===== config.mk =====
export PLATFORM = sky130hd
export DESIGN_NAME = trace_capture_flat
export DESIGN_NICKNAME = d
export VERILOG_FILES = /design/src/rtl/trace_capture_if.sv /design/src/rtl/trace_capture.sv /design/src/flat_wrapper.sv
export SDC_FILE = /design/constraint.sdc
export NUM_CORES = 2
export LEC_CHECK = 0
export BUFFER_PORTS_ARGS = -buffer_cell sky130_fd_sc_hd__buf_2
export CORE_MARGIN = 2
export CORE_UTILIZATION = 62
export CTS_BUF_LIST = sky130_fd_sc_hd__clkbuf_16
export DETAILED_ROUTE_END_ITERATION = 10
export GPL_TIMING_DRIVEN = 0
export PLACE_DENSITY = 0.84
export SLEW_MARGIN = 20
export SYNTH_ARGS = -nofsm -noshare
export SYNTH_HDL_FRONTEND = slang
export SYNTH_SLANG_ARGS = --single-unit
export TNS_END_PERCENT = 30

===== constraint.sdc =====
create_clock -name clk -period 24.1 [get_ports clk]
set_input_delay 7.23 -clock clk [delete_from_list [all_inputs] [get_ports clk]]
set_output_delay 7.23 -clock clk [all_outputs]
set_load 0.05 [all_outputs]

===== src/rtl/trace_capture_if.sv =====
// -----------------------------------------------------------------------------
// trace_capture_if
//
// Bus between the trace recorder and its user (a bench or a debug port).
// Sampling/control flows into the recorder; readback and status flow out.
//
// Signals:
//   sample_in   packed processor samples, channel k at [k*WIDTH +: WIDTH]
//   on_change   1: store a sample only when it differs from the last stored one
//   arm         single-cycle pulse; clears the buffer and starts a capture
//   trig_value  trigger compare value for channel 0
//   rd_en       pop the oldest entry (honoured only once the capture is done)
//   rd_data     popped entry
//   rd_valid    rd_data valid for one cycle
//   count       number of valid entries in the buffer
//   cap_state   0 IDLE, 1 ARMED, 2 POST, 3 DONE
//   overflow    sticky; an unread entry was overwritten since the last arm
//
// Modports:
//   master  user side (drives sampling/control, observes readback/status)
//   slave   recorder side
// -----------------------------------------------------------------------------
interface trace_capture_if #(
  parameter int WIDTH    = 64,
  parameter int CHANNELS = 4,
  parameter int DEPTH    = 16
);
  localparam int DW = CHANNELS * WIDTH;
  localparam int CW = $clog2(DEPTH + 1);

  logic [DW-1:0]    sample_in;
  logic             on_change;
  logic             arm;
  logic [WIDTH-1:0] trig_value;
  logic             rd_en;
  logic [DW-1:0]    rd_data;
  logic             rd_valid;
  logic [CW-1:0]    count;
  logic [1:0]       cap_state;
  logic             overflow;

  modport master (
    output sample_in, on_change, arm, trig_value, rd_en,
    input  rd_data, rd_valid, count, cap_state, overflow
  );

  modport slave (
    input  sample_in, on_change, arm, trig_value, rd_en,
    output rd_data, rd_valid, count, cap_state, overflow
  );
endinterface


===== src/rtl/trace_capture.sv =====
// -----------------------------------------------------------------------------
// trace_capture
//
// On-chip trace recorder for the multicycle processor. Records a packed bundle
// of processor signals (PC on channel 0, then FSM state, ALU, store data, ...)
// into a circular buffer. Once armed it records continuously (or only on
// change), keeps the newest DEPTH entries, and stops POST writes after the
// entry whose channel 0 matches trig_value. The capture is then popped one
// entry per rd_en, oldest first.
//
// Parameters:
//   WIDTH     bits per channel
//   CHANNELS  number of channels; channel 0 is the trigger channel
//   DEPTH     buffer entries, power of two, >= 2
//   POST      entries written after the trigger entry, 0 .. DEPTH-1
//
// Ports:
//   clk    rising-edge clock
//   Reset  asynchronous, active-high reset
//   bus    trace_capture_if.slave (sampling, control, readback, status)
// -----------------------------------------------------------------------------
module trace_capture #(
  parameter int WIDTH    = 64,
  parameter int CHANNELS = 4,
  parameter int DEPTH    = 16,
  parameter int POST     = 8
) (
  input  logic             clk,
  input  logic             Reset,
  trace_capture_if.slave   bus
);

  localparam int DW = CHANNELS * WIDTH;
  localparam int AW = $clog2(DEPTH);
  localparam int CW = $clog2(DEPTH + 1);
  // POST never exceeds DEPTH-1, so a pointer-wide counter holds it.
  localparam int PW = (AW < 1) ? 1 : AW;

  localparam logic [1:0] S_IDLE  = 2'd0;
  localparam logic [1:0] S_ARMED = 2'd1;
  localparam logic [1:0] S_POST  = 2'd2;
  localparam logic [1:0] S_DONE  = 2'd3;

  // ---------------------------------------------------------------------------
  // State
  // ---------------------------------------------------------------------------
  logic [1:0]    r_state;
  logic [AW-1:0] r_wr_ptr;
  logic [AW-1:0] r_rd_ptr;
  logic [CW-1:0] r_count;
  logic [PW-1:0] r_post_cnt;
  logic          r_overflow;
  logic          r_last_valid;   // a sample has been stored since arm
  logic [DW-1:0] r_last;         // copy of the newest stored sample
  logic [DW-1:0] r_rd_data;
  logic          r_rd_valid;

  logic [DW-1:0] r_mem [DEPTH];

  // ---------------------------------------------------------------------------
  // Write / read decisions
  // ---------------------------------------------------------------------------
  logic [WIDTH-1:0] w_ch0;
  logic             w_capturing;
  logic             w_trig;
  logic             w_wr_cond;
  logic             w_wr;
  logic             w_rd;
  logic             w_full;

  // NOTE: every signal assigned in always_comb gets a default on the first
  // lines of the block, so no path can leave it unassigned and infer a latch.
  always_comb begin
    w_ch0       = '0;
    w_capturing = 1'b0;
    w_trig      = 1'b0;
    w_wr_cond   = 1'b0;
    w_wr        = 1'b0;
    w_rd        = 1'b0;
    w_full      = 1'b0;

    w_ch0       = bus.sample_in[WIDTH-1:0];
    w_capturing = (r_state == S_ARMED) || (r_state == S_POST);
    w_trig      = (r_state == S_ARMED) && (w_ch0 == bus.trig_value);

    // The first sample after arm always goes in; afterwards on_change
    // suppresses repeats of the newest stored sample (all channels compared).
    w_wr_cond   = !bus.on_change || !r_last_valid || (bus.sample_in != r_last);

    // arm outranks everything, including a trigger match on the same cycle.
    w_wr        = !bus.arm && w_capturing && (w_wr_cond || w_trig);
    w_rd        = !bus.arm && (r_state == S_DONE) && bus.rd_en && (r_count != '0);
    w_full      = (r_count == CW'(DEPTH));
  end

  // ---------------------------------------------------------------------------
  // Control, pointers, status and readback register
  // ---------------------------------------------------------------------------
  // NOTE: sequential state uses non-blocking assignments only, so every
  // register in this block sees the pre-edge values of its neighbours.
  always_ff @(posedge clk or posedge Reset) begin
    if (Reset) begin
      r_state      <= S_IDLE;
      r_wr_ptr     <= '0;
      r_rd_ptr     <= '0;
      r_count      <= '0;
      r_post_cnt   <= '0;
      r_overflow   <= 1'b0;
      r_last_valid <= 1'b0;
      r_last       <= '0;
      r_rd_data    <= '0;
      r_rd_valid   <= 1'b0;
    end else if (bus.arm) begin
      // Fresh capture: the arm-cycle sample itself is not recorded.
      r_state      <= S_ARMED;
      r_wr_ptr     <= '0;
      r_rd_ptr     <= '0;
      r_count      <= '0;
      r_post_cnt   <= '0;
      r_overflow   <= 1'b0;
      r_last_valid <= 1'b0;
      r_rd_valid   <= 1'b0;
    end else begin
      r_rd_valid <= w_rd;

      if (w_wr) begin
        r_wr_ptr     <= r_wr_ptr + AW'(1);
        r_last       <= bus.sample_in;
        r_last_valid <= 1'b1;
        if (!w_full) begin
          r_count <= r_count + CW'(1);
        end else begin
          // Buffer full: the oldest entry is dropped to make room.
          r_rd_ptr   <= r_rd_ptr + AW'(1);
          r_overflow <= 1'b1;
        end
      end

      // Trigger entry counts as the write that opens the post window; the
      // POST-th write after it closes the capture.
      case (r_state)
        S_ARMED: begin
          if (w_trig) begin
            if (POST == 0) begin
              r_state <= S_DONE;
            end else begin
              r_state    <= S_POST;
              r_post_cnt <= PW'(POST);
            end
          end
        end
        S_POST: begin
          if (w_wr) begin
            r_post_cnt <= r_post_cnt - PW'(1);
            if (r_post_cnt == PW'(1)) begin
              r_state <= S_DONE;
            end
          end
        end
        default: begin
          r_state <= r_state;
        end
      endcase

      // Reads only happen in DONE, so they never collide with a write.
      if (w_rd) begin
        r_rd_data <= r_mem[r_rd_ptr];
        r_rd_ptr  <= r_rd_ptr + AW'(1);
        r_count   <= r_count - CW'(1);
      end
    end
  end

  // ---------------------------------------------------------------------------
  // Sample storage
  // ---------------------------------------------------------------------------
  // NOTE: the storage array has no reset; count and the pointers define which
  // entries are meaningful, and leaving it unreset lets it map onto RAM.
  always_ff @(posedge clk) begin
    if (w_wr) begin
      r_mem[r_wr_ptr] <= bus.sample_in;
    end
  end

  // ---------------------------------------------------------------------------
  // Outputs
  // ---------------------------------------------------------------------------
  assign bus.rd_data   = r_rd_data;
  assign bus.rd_valid  = r_rd_valid;
  assign bus.count     = r_count;
  assign bus.cap_state = r_state;
  assign bus.overflow  = r_overflow;

endmodule


===== src/flat_wrapper.sv =====
// flat-port wrapper written by rule: the top's interface ports become plain ports
module trace_capture_flat 
#(
  parameter int WIDTH    = 64,
  parameter int CHANNELS = 4,
  parameter int DEPTH    = 16,
  parameter int POST     = 8
)
  (clk, Reset, bus_sample_in, bus_on_change, bus_arm, bus_trig_value, bus_rd_en, bus_rd_data, bus_rd_valid, bus_count, bus_cap_state, bus_overflow);
  trace_capture_if #(.WIDTH(WIDTH), .CHANNELS(CHANNELS), .DEPTH(DEPTH)) bus_i ();
  input  logic clk;
  input  logic Reset;
  input wire logic [$bits(bus_i.sample_in)-1:0] bus_sample_in;
  input wire logic [$bits(bus_i.on_change)-1:0] bus_on_change;
  input wire logic [$bits(bus_i.arm)-1:0] bus_arm;
  input wire logic [$bits(bus_i.trig_value)-1:0] bus_trig_value;
  input wire logic [$bits(bus_i.rd_en)-1:0] bus_rd_en;
  output wire logic [$bits(bus_i.rd_data)-1:0] bus_rd_data;
  output wire logic [$bits(bus_i.rd_valid)-1:0] bus_rd_valid;
  output wire logic [$bits(bus_i.count)-1:0] bus_count;
  output wire logic [$bits(bus_i.cap_state)-1:0] bus_cap_state;
  output wire logic [$bits(bus_i.overflow)-1:0] bus_overflow;
  assign bus_i.sample_in = bus_sample_in;
  assign bus_i.on_change = bus_on_change;
  assign bus_i.arm = bus_arm;
  assign bus_i.trig_value = bus_trig_value;
  assign bus_i.rd_en = bus_rd_en;
  assign bus_rd_data = bus_i.rd_data;
  assign bus_rd_valid = bus_i.rd_valid;
  assign bus_count = bus_i.count;
  assign bus_cap_state = bus_i.cap_state;
  assign bus_overflow = bus_i.overflow;
  trace_capture #(.WIDTH(WIDTH), .CHANNELS(CHANNELS), .DEPTH(DEPTH), .POST(POST)) u_core (.clk(clk), .Reset(Reset), .bus(bus_i));
endmodule

After elaboration in Yosys (flattened, before gate mapping)
Memory sizes are Yosys's and may differ from the RTL's. A register that Yosys moved wholly into a read port is not among the register bits.
Cells that the tools add are included.
Widths: inputs -> output; s select.

cells by class
  $add $sub $neg = 5
  eq/ne operators = 11
  multiplexer cells = 27
  bitwise operators = 1
  reduce and logical (&&, ||, !) cells = 26

operators by type and width
  kind                 count
  $ne 256x256->1       1
  $eq 64x64->1         1
  $mux 4               9
  $mux 5               4
  $reduce_and 2->1     5
  $ne 3x2->1 const B   3
  $reduce_bool 3->1    3
  $add 4x1->4 const B  2
  $mux 1               8
  $mux 2               4
  $pmux 4 s2           1
  $logic_and 1x1->1    6
  $add 5x1->5 const B  1
  $eq 5x5->1 const B   1
  $reduce_bool 5->1    1
  $sub 5x1->5 const B  1
  $eq 2x2->1 const B   2
  $eq 4x1->1 const B   1
  $logic_or 1x1->1     4
  $pmux 2 s2           1
  $reduce_and 4->1     1
  $reduce_bool 2->1    2
  $sub 4x1->4 const B  1
  $logic_not 1->1      3
  other kinds (4)      4

word-level totals
  flip-flop bits (word level) = 278
  memory bits (writable) = 4096
  input bits = 325
  output and inout port bits = 265
  word-level logic and storage cells = 80
  memories = 1

memories
  memory        depth  width  read ports  clocked after Yosys merged registers in  write ports  RTL line             RTL
  u_core.r_mem  16     256    1           1                                        1            trace_capture.sv:58  logic [DW-1:0] r_mem [DEPTH];

Longest topological paths before layout
  word-level depth = 8
  mapped depth = 13
  mapped depth without buffers = 12

Worst setup path before layout
No wires, ideal clock.

  path type = input port to flip-flop
  from = in bus_sample_in[27]
  to = mem u_core.r_mem[10][0] (netlist bit), enable pin
  setup time = 1.186 ns
  arrival time = 26.560 ns
  required time = 22.914 ns
  slack = -3.646 ns
  stages = 11
  buffers on the path = 3
  path through = xnor2_1 > nand4_1 > nor4_1 > nand4_1 > or3_1 > buf_1 > a311oi_1 > clkbuf_1 > clkbuf_1 > nand2_1 > nor3_1

on the way
  longest elaborated chain between the ends = 6
  elaborated cells between the ends (all ways) = 8
  classes of those cells = eq/ne (2); mux (2); reduce/logical (4)

RTL lines
  what                                                   RTL line                                  RTL
  start, declared                                        flat_wrapper.sv:13                        input wire logic [$bits(bus_i.sample_in)-1:0] bus_sample_in;
  $ne 256x256->1 or $eq 64x64->1 (tied branches)         trace_capture.sv:88, trace_capture.sv:84
  $logic_or 1x1->1 or $logic_and 1x1->1 (tied branches)  trace_capture.sv:88, trace_capture.sv:84
  $logic_or 1x1->1 *                                     trace_capture.sv:91                       w_wr = !bus.arm && w_capturing && (w_wr_cond || w_trig);
  $logic_and 1x1->1 *                                    trace_capture.sv:91
  $mux 1 *                                               trace_capture.sv:180                      if (w_wr) begin
  $mux 1 (implied by the code) *                         trace_capture.sv:181                      r_mem[r_wr_ptr] <= bus.sample_in;
  end, declared                                          trace_capture.sv:58

Every way passes the cells marked *; elsewhere a longest branch is shown, timed or not.

Worst setup path after layout
  from = in bus_sample_in[15]
  to = mem u_core.r_mem[8][173] (netlist bit), enable pin

Same word-level chain as after synthesis.

==> impl_metrics.toml <==
[run_status]
status = "completed"

[sta]
rsz0062_at_grt = "false"
setup_tns_ns = 0
slew_headroom = 0.1740
finalSetupViolCount = 0
fin_crit_sh = 0.5580
drv_slew = 0
finalCriticalPeriod_ns = 13.45
hold_viol = 0
finClkSkew_ns = 0.08226
hold_ws_ns = 0.4974
tightest_slew_ns = 1.239
max_freq_mhz = 74.36

[drt]
avgRoutedWirePerCell_um = 43.84
drcViolationCount = 0
drt_iter0_drc = 18466
dr_total_vias = 98624
wl_um = 579500
vias_per_cell = 7.461
drtAntennaViolNets = 0
drtPass1Iterations = 8

[place]
port_buffers = 589
hpwl_um = 347700
place_congestion = 0.9621
dpl.cell_count = 12301

[logic_synthesis]
ys_warn_count = 0
syn_area_per_cell_um2 = 23.32
ys.flop_type = "edfxtp_1"
synth_edf_count = 4096
syn-instance-count = 7632
synth_most_common_cell = "edfxtp_1"
ys_top_cells_by_area = "edfxtp_1 69%, mux4_2 16%, dfrtp_1 7.5%, mux2_2 2.4%, xnor2_1 0.76%"
synth-async-reset-ratio = 0.1153
ys_ff_latch = 4630
synth_top_area_frac = 0.6911
synth_common_cells = "4,096 x edfxtp_1, 1,280 x mux4_2, 534 x dfrtp_1"
synthesis.nets = 7971
synth_area_leader_cell = "edfxtp_1"
ys_seq_area_frac = 0.7662
netlist_area_um2 = 178000
synth_cell_types = 68

[finish]
final_layout_size_suffix_gt1_frac = 0.3590
fin_nets = 9325
fin_cells = 13218
area_growth_pct = 15.66

[floorplanning]
fp.dieH_um = 539.8
initial_core_util = 0.6235
io_pins = 590
fp-row-count = 196
die_w_um = 539.8
dieArea_um2 = 291400
core_area_um2 = 285500

[clock_network]
cts_tree = "yes"
cts_buffer_depth = 4
clk_pin_slew_ns = 0.07
cts_max_level = 5
post_cts_buffers = 0
clk_latency_ns = 1.04
numCtsBuffers = 440
ctsResizeCount = 0
cts_root_buf = "clkbuf_16"
cts_sinks = 4630
cts_hold_buf = 0

[run]
max_cap_violations = 0

[critical_path]
path_common_cell = "buf_4"
cpLargestDelayFamily = "buffers and inverters"
worstSetupStartpointType = "primary input"
crit_fanout = 19
worstPathCellList = "buf_2 -> xnor2_1 -> nand4_1 -> nor4_1 -> nand4_1 -> or3_1 -> buf_1 -> a311oi_1 -> clkbuf_1 -> clkbuf_1 -> nand2_1 -> nor3_2 -> buf_4 -> buf_6 -> buf_4 -> buf_4 -> buf_4 -> buf_4 -> buf_6"
crit_arrival_ns = 14.15
endpoint_kind = "flop"
cpMaxStageDelayCell = "nor3_2"
crit_type = "primary input to flop"
critical_path_buf_inv_count = 11
worstPathRequired_ns = 24.80
critPathMaxStageDelay_ns = 0.86

[global_routing]
antenna_found_initial = 137
grt_pass1_wl_um = 790200
grt_usage = 0.3970
grt_max_degree = 92
grt_pass1_vias = 96762
gr-total-overflow = 0

[min_path]
hold_path_class = "flop to flop"

[power]
peakVddDrop_v = 0.00007604
power_mw = 17.36
leakagePower_nw = 68.02
powerDensity_nw_per_um2 = 84.32
## metrics by stage
step                      utilization  setup slack [ns]  cell area [um^2]
after floorplan                     -            -3.646            178000
after global placement         0.6503            -26.24            185600
after detailed placement       0.6681             10.01            190700
after CTS                      0.7198             10.96            205500
after global routing           0.7207             10.59            205700
final                          0.7211             10.65            205800
## area by class of cell
class / count / area (um^2)
sequential: 4630 / 136400
timing repair buffer: 912 / 7923
fill: 15002 / 79610
antenna: 82 / 205.2
inverter: 71 / 274.0
clock inverter: 382 / 3558
buffer: 356 / 1520
tap: 3762 / 4707
multi-input combinational: 2575 / 40080
clock buffer: 448 / 11210
## cell usage in the layout, fill, tap and decap left out, drive strengths merged, types with 47 or more instances in the layout
cell type     n
edfxtp     4096
inv         167
diode        82
xnor2       154
mux4       1280
nor2b        74
mux2        485
o21ai        47
nand2b      107
bufinv       54
nand4        76
nand2        57
clkinv      215
clkbuf      724
dfrtp       534
buf         991
## kinds of logic (layout without fill, tap and decap cells)
logic type | Yosys count | after routing | share of synthesized area
muxes | 1767 | 1767 | 0.1928
other | 0 | 82 | 0
adders and majority gates | 14 | 14 | 0.001026
AOI/OAI and AO/OA | 135 | 135 | 0.005610
buffers and inverters | 427 | 2169 | 0.009336
DFF | 4630 | 4630 | 0.7662
and+or+nand+nor | 464 | 464 | 0.01549
xor gates and xnor gates | 195 | 195 | 0.009596
## final timing paths
path | startpoint | endpoint | slack (ns) | cells after the start
worst max-delay path | bus_sample_in[15] | u_core.r_mem[8][173]$_DFFE_PP_ | 10.65 | 19
worst min-delay path | u_core.r_last[233]$_DFFE_PP0P_ | u_core.r_last[233]$_DFFE_PP0P_ | 0.50 | 1
worst max register to register | u_core.bus.cap_state[0]$_DFFE_PP0P_ | u_core.r_mem[8][173]$_DFFE_PP_ | 16.36 | 18
worst min register to register | u_core.r_last[233]$_DFFE_PP0P_ | u_core.r_last[233]$_DFFE_PP0P_ | 0.50 | 1
max in group asynchronous | Reset | u_core.r_last[185]$_DFFE_PP0P_ | 16.01 | 6
min in group asynchronous | Reset | u_core.bus.rd_data[21]$_DFFE_PP0P_ | 6.15 | 2
## layer usage
layer | up-vias | part of all wire | GRT usage
met5 | - | 0.00099 | 0
met4 | 90 | 0.065 | 0.2033
met3 | 1918 | 0.14 | 0.1066
met2 | 10293 | 0.48 | 0.6323
met1 | 51346 | 0.31 | 0.5102
li1 | 34977 | - | -
## sequential cells by signal (all words and copies together), names as in the netlist, 2 cells and up
name and cells:
u_core.r_mem 4096, u_core.r_last 256, u_core.r_post_cnt 4, u_core.r_wr_ptr 4
u_core.bus.cap_state 2, u_core.bus.count 5, u_core.bus.rd_data 256, u_core.r_rd_ptr 4
## where the power goes
group	leakage (nW)	switching, mW	internal [mW]
clock network	7.51	3.21	3.98
logic	16.7	0.719	0.316
registers	43.8	0.138	9.00
total	68.0	4.06	13.3
Note: power is estimated with default switching activity, not from simulation.
